<file path="config.mk">
export PLATFORM = sky130hd
export DESIGN_NAME = register_file_scoreboard
export DESIGN_NICKNAME = d
export VERILOG_FILES = /design/src/rtl/register_file_scoreboard.sv
export SDC_FILE = /design/constraint.sdc
export NUM_CORES = 2
export LEC_CHECK = 0
export ABC_CLOCK_PERIOD_IN_PS = 111600
export CAP_MARGIN = 20
export CORE_UTILIZATION = 55
export CTS_CLUSTER_SIZE = 20
export DETAILED_ROUTE_END_ITERATION = 8
export MAX_ROUTING_LAYER = met4
export PLACE_DENSITY = 0.77
export SLEW_MARGIN = 20
export SYNTH_ARGS = -nofsm -noshare
export SYNTH_HDL_FRONTEND = slang
export SYNTH_SLANG_ARGS = --single-unit
</file>
<file path="constraint.sdc">
create_clock -name clk -period 111.6 [get_ports clk]
set_clock_uncertainty 0.2 [all_clocks]
set_input_delay 16.74 -clock clk [delete_from_list [all_inputs] [get_ports clk]]
set_output_delay 16.74 -clock clk [all_outputs]
set_load 0.03 [all_outputs]
</file>
<file path="src/rtl/register_file_scoreboard.sv">
// Register file: two combinational read ports, one write port (1-cycle latency), optional write bypass,
// and a per-register busy scoreboard; issue_ready holds off WAW reservations on already-busy registers.
module register_file_scoreboard #(
  parameter int DATA_WIDTH  = 32,
  parameter int ADDR_WIDTH  = 5,
  parameter bit BYPASS      = 1'b1,
  parameter int DEBUG_INDEX = 2
) (
  input  logic                  clk,
  input  logic                  reset,
  input  logic [ADDR_WIDTH-1:0] rs_index,
  output logic [DATA_WIDTH-1:0] rs_data,
  output logic                  rs_busy,
  input  logic [ADDR_WIDTH-1:0] rt_index,
  output logic [DATA_WIDTH-1:0] rt_data,
  output logic                  rt_busy,
  input  logic [ADDR_WIDTH-1:0] rd_index,
  input  logic                  write_enable,
  input  logic [DATA_WIDTH-1:0] rd_data,
  input  logic                  issue_valid,
  input  logic [ADDR_WIDTH-1:0] issue_index,
  output logic                  issue_ready,
  output logic [ADDR_WIDTH:0]   pending_count,
  output logic [DATA_WIDTH-1:0] debug_data,
  output logic                  error
);

  localparam int DEPTH = 2**ADDR_WIDTH;

  logic [DATA_WIDTH-1:0] regs [DEPTH];
  logic [DEPTH-1:0]      busy;
  logic [ADDR_WIDTH:0]   pend_q;
  logic                  err_q;

  logic issue_acc;
  logic same_idx_issue;
  logic cnt_inc;
  logic cnt_dec;
  logic wb_err;

  assign issue_ready    = !reset && ((issue_index == '0) || !busy[issue_index] ||
                                     (write_enable && (rd_index == issue_index)));
  assign issue_acc      = issue_valid && issue_ready;
  assign same_idx_issue = issue_acc && (issue_index == rd_index);

  // A reservation that lands on a register being written back this edge keeps it busy.
  assign cnt_inc = issue_acc && (issue_index != '0) && !busy[issue_index];
  assign cnt_dec = write_enable && (rd_index != '0) && busy[rd_index] && !same_idx_issue;
  assign wb_err  = write_enable && ((rd_index == '0) || (!busy[rd_index] && !same_idx_issue));

  always_ff @(posedge clk or posedge reset) begin
    if (reset) begin
      for (int i = 0; i < DEPTH; i++) regs[i] <= '0;
      busy   <= '0;
      pend_q <= '0;
      err_q  <= 1'b0;
    end else begin
      if (write_enable && (rd_index != '0)) regs[rd_index] <= rd_data;
      for (int i = 1; i < DEPTH; i++) begin
        if (issue_acc && (issue_index == ADDR_WIDTH'(i)))
          busy[i] <= 1'b1;
        else if (write_enable && (rd_index == ADDR_WIDTH'(i)))
          busy[i] <= 1'b0;
      end
      pend_q <= pend_q + (ADDR_WIDTH+1)'(cnt_inc) - (ADDR_WIDTH+1)'(cnt_dec);
      if (wb_err) err_q <= 1'b1;
    end
  end

  always_comb begin
    rs_data = regs[rs_index];
    if (BYPASS && write_enable && (rd_index == rs_index)) rs_data = rd_data;
    if (reset || (rs_index == '0)) rs_data = '0;

    rt_data = regs[rt_index];
    if (BYPASS && write_enable && (rd_index == rt_index)) rt_data = rd_data;
    if (reset || (rt_index == '0)) rt_data = '0;
  end

  assign rs_busy = !reset && busy[rs_index] && !(BYPASS && write_enable && (rd_index == rs_index));
  assign rt_busy = !reset && busy[rt_index] && !(BYPASS && write_enable && (rd_index == rt_index));

  assign pending_count = pend_q;
  assign error         = err_q;
  assign debug_data    = reset ? '0 : regs[ADDR_WIDTH'(DEBUG_INDEX)];

endmodule
</file>
==> impl_results.md <==
* Max Clk Rate at 26.2 MHz
* Number of H-tree branching levels at 3
* Fill count at 7669
* Critical path class: input port to primary output
* Number of storage elements in the synthesis netlist at 1062
* Maximum vdd ir drop at 0.0000130 V
* First-pass GRT wire length at about 250000 µm
* Routed wire length at 169000 µm
* Initial Utilization at 55.5%
* Count of instances resized after the clock tree is built at 0
* Placed wire-length estimate at between 90000 and 100000 µm
* Pwr per Cell Area at between 15 and 20 mW/mm²
* Total negative slack for setup checks at 0 ns
* Floorplan Core Area at between 0.1 and 0.15 mm²
* Post-CTS Setup Repair Bufs at 0
* WL per Instance at 30.9 µm
* Leading cell type in the layout, fill and taps excluded: sky130_fd_sc_hd__dfrtp_1
* Clock buffer count from CTS at ~110
* Mapped Cells at roughly 4100
* Detail Route Antenna Nets at 0
* Seq/Total Area, Yosys at between 40% and 50%
* Area of the mapped netlist at 0.0584 mm²
* Top library cells by usage in the layout, fill and taps aside: 1062 x sky130_fd_sc_hd__dfrtp_1, 997 x sky130_fd_sc_hd__mux2_2, 539 x sky130_fd_sc_hd__mux4_2, 165 x sky130_fd_sc_hd__nor2b_1, 145 x sky130_fd_sc_hd__clkdlybuf4s50_1
* Synthesized area per cell at between 10 and 15 µm²
* Post-place instance area at 0.0607 mm²
* First element of the critical path: rd_index[2]
* Post-route worst setup slack at about 73 ns
* Number of max-cap violations at 0
* Critical path destination: rs_data[4]
* Final standard cell area without fillers at between 0.06 and 0.07 mm²
* Final net count at 4040
* Count of port buffers added during placement at 161
* Pre-CTS WS at 73.39 ns
* Detail-routed via count per cell at 6.98
* Number of buffers inserted for hold repair after clock tree synthesis at 0
* Endpoints failing hold at 0
* Overall die height at about 330 µm
* Clock root buffer: sky130_fd_sc_hd__clkbuf_16
* Element type at the critical path start: input port
* Slack of the worst reg-to-reg path at 108.07 ns
* Initial antenna violation count at 9
* Share of async-settable or async-resettable flops after synthesis at 100%
* Number of enable flip-flop cells after synthesis at 0
* Die width at ~330 µm
* Setup repair after global routing missed its margin: no
* Leakage dissipation at 0.0273 µW
* Critical path data required time at 94.66 ns
* GRT Util Overall at approximately a third
* Met2 Routed Length at 79600 µm
* Top layer used by detailed routing: met4
* Type of the tightest min-delay check: flop to flop
* Share of cells above drive strength 1 at between 40% and 50%
* Pin count of the biggest net entering global routing at 158
* Actual transition at the worst max-transition pin at 1.07 ns
* Vias after detailed routing at between 30000 and 40000
* Distinct cells, synth at 47
* Run status: finished clean
* Detailed Route Iter0 Violations at 4304
* Vias in the first global route at 38900
* Sum of met3 wire segment lengths after detailed routing at 16600 µm
* Pins over their slew limit at 0
* Time the worst path needs with I/O delays and setup at ~38 ns
* I/O pin count at 162
* Predominant post-synthesis flop cell: sky130_fd_sc_hd__dfrtp_1
* Total iterations of the first detailed-routing run at 8
* Synthesized netlist net count at roughly 4100
* Cells on worst reg2reg path at 13
* GR Overflow Total at 0
* Area added between synthesis and finish at 10.7%
* Tightest slew margin relative to the limit at 28.6%
* Gp weighted congestion at 0.914
* Kind of end point of the critical path: primary output
* Clock tree from TritonCTS: yes
* Wire length on met1 at ~67000 µm
* Endpoint of the worst register-to-register path: pending_count[4]
* Number of standard-cell rows in the floorplan at between 100 and 150
* Reg clk slew, reported paths at 0.06 ns
* Die outline area at 0.108 mm²
* Worst endpoint data arrival time at 21.27 ns
* Synth Warn # at 1
* Worst-Skew Late Latency at 0.72 ns
* Share of the clock period used by the worst path at 34.2%
* Max Buffers Root-to-Sink at 3
* Count of clock tree sinks at ~1100
* Critical Path Fanout Max at 35
* DRC violations left at 0
* Beginning of the worst register-to-register path: busy[5]
* Number of setup violations in the final report at 0
## final cells by class
| type | instances | area (µm²) | area share, % |
|---|---|---|---|
| repair buffers | 261 | 2430 | 3.75 |
| clock inverters | 51 | 694 | 1.07 |
| flip-flops and latches | 1062 | 26600 | 41.1 |
| clock buffers | 158 | 3240 | 5.00 |
| diodes | 6 | 15.0 | 0.0232 |
| well taps | 1391 | 1740 | 2.69 |
| inverters | 14 | 60.1 | 0.0928 |
| multi-input cells | 2527 | 29900 | 46.3 |
## layer usage
layer,global-route usage (%),up-vias
li1,-,15400
met4,11.7,0
met3,7.72,446
met5,-,-
met1,44.2,20400
met2,49.7,1924
## sequential cells by signal (all words and copies together), names as in the netlist
name and count:
busy 31, pending_count 6, regs 1024, error 1
## per-stage QoR
step                      cells  hold WS [ns]  power [µW]  util, %
after floorplan            4068         0.241         707        -
after global placement     5253         0.176         765     57.7
after detailed placement   5254         0.183         778     57.7
after CTS                  5463         0.196        1170     61.4
after global routing       5467         0.206        1220     61.4
final                      5470         0.190        1170     61.5
## cell usage after synthesis (2+ instances only)
cell | n | share of area (%)
sky130_fd_sc_hd__dfrtp_1 | 1062 | 45
sky130_fd_sc_hd__mux2_2 | 997 | 19
sky130_fd_sc_hd__mux4_2 | 539 | 21
sky130_fd_sc_hd__clkbuf_1 | 254 | 1.6
sky130_fd_sc_hd__nor2b_1 | 165 | 1.8
sky130_fd_sc_hd__mux2i_1 | 139 | 2.4
sky130_fd_sc_hd__a21oi_1 | 133 | 1.1
sky130_fd_sc_hd__a211oi_1 | 128 | 1.6
sky130_fd_sc_hd__buf_2 | 119 | 1.0
sky130_fd_sc_hd__nor2_1 | 94 | 0.60
sky130_fd_sc_hd__nor3_1 | 72 | 0.62
sky130_fd_sc_hd__nand2_1 | 64 | 0.41
sky130_fd_sc_hd__o22ai_1 | 64 | 0.69
sky130_fd_sc_hd__buf_1 | 49 | 0.31
sky130_fd_sc_hd__buf_4 | 38 | 0.49
sky130_fd_sc_hd__o21ai_1 | 25 | 0.21
sky130_fd_sc_hd__inv_1 | 14 | 0.090
sky130_fd_sc_hd__o21ai_0 | 14 | 0.12
sky130_fd_sc_hd__xor2_1 | 11 | 0.16
sky130_fd_sc_hd__xnor2_1 | 9 | 0.13
sky130_fd_sc_hd__a32o_1 | 8 | 0.14
sky130_fd_sc_hd__nand2b_1 | 8 | 0.086
sky130_fd_sc_hd__ha_1 | 6 | 0.13
sky130_fd_sc_hd__nor3b_1 | 6 | 0.077
sky130_fd_sc_hd__and3_1 | 5 | 0.054
sky130_fd_sc_hd__buf_6 | 5 | 0.096
sky130_fd_sc_hd__nand3_1 | 5 | 0.043
sky130_fd_sc_hd__nor4_1 | 5 | 0.054
sky130_fd_sc_hd__nand4b_1 | 4 | 0.060
sky130_fd_sc_hd__a21o_1 | 3 | 0.039
sky130_fd_sc_hd__or2_2 | 3 | 0.032
sky130_fd_sc_hd__or4_1 | 3 | 0.039
sky130_fd_sc_hd__nand4_1 | 2 | 0.021
sky130_fd_sc_hd__o221ai_1 | 2 | 0.030
## report_power, final
| group | internal (µW) | switching [µW] | leakage, µW |
|---|---|---|---|
| Combinational | 152 | 106 | 0.0118 |
| Sequential | 459 | 58.6 | 0.0136 |
| Clock | 235 | 162 | 0.00192 |
| Total | 845 | 327 | 0.0273 |
## cells by family after synthesis
| kind of cell | Yosys count | share of synthesized area, % |
|---|---|---|
| buffers and inverters | 479 | 3.64 |
| xor gates and xnor gates | 20 | 0.300 |
| DFF | 1062 | 45.5 |
| and+or+nand+nor | 439 | 3.90 |
| AOI/OAI and AO/OA | 386 | 4.14 |
| adders and majority gates | 7 | 0.163 |
| muxes | 1675 | 42.4 |
## how the worst min path moves through the flow
stage               startpoint         end  cells past startpoint
finish              regs[1022]  regs[1022]                      0
floorplan           regs[1000]  regs[1000]                      1
global route         regs[995]   regs[995]                      0
detailed placement  regs[1022]  regs[1022]                      0
global placement    regs[1003]  regs[1003]                      0
CTS                 regs[1022]  regs[1022]                      0
## worst max-delay path: stages
cell	delay, ns
sky130_fd_sc_hd__clkdlybuf4s50_1	1.05
sky130_fd_sc_hd__xor2_1	0.15
sky130_fd_sc_hd__nor4_1	0.39
sky130_fd_sc_hd__nand3_2	0.10
sky130_fd_sc_hd__buf_4	0.34
sky130_fd_sc_hd__nand2_2	0.26
sky130_fd_sc_hd__buf_4	0.56
sky130_fd_sc_hd__o22ai_1	0.15
sky130_fd_sc_hd__nor3_1	0.67
sky130_fd_sc_hd__clkdlybuf4s50_1	0.80
Note: power is estimated with default switching activity, not from simulation.
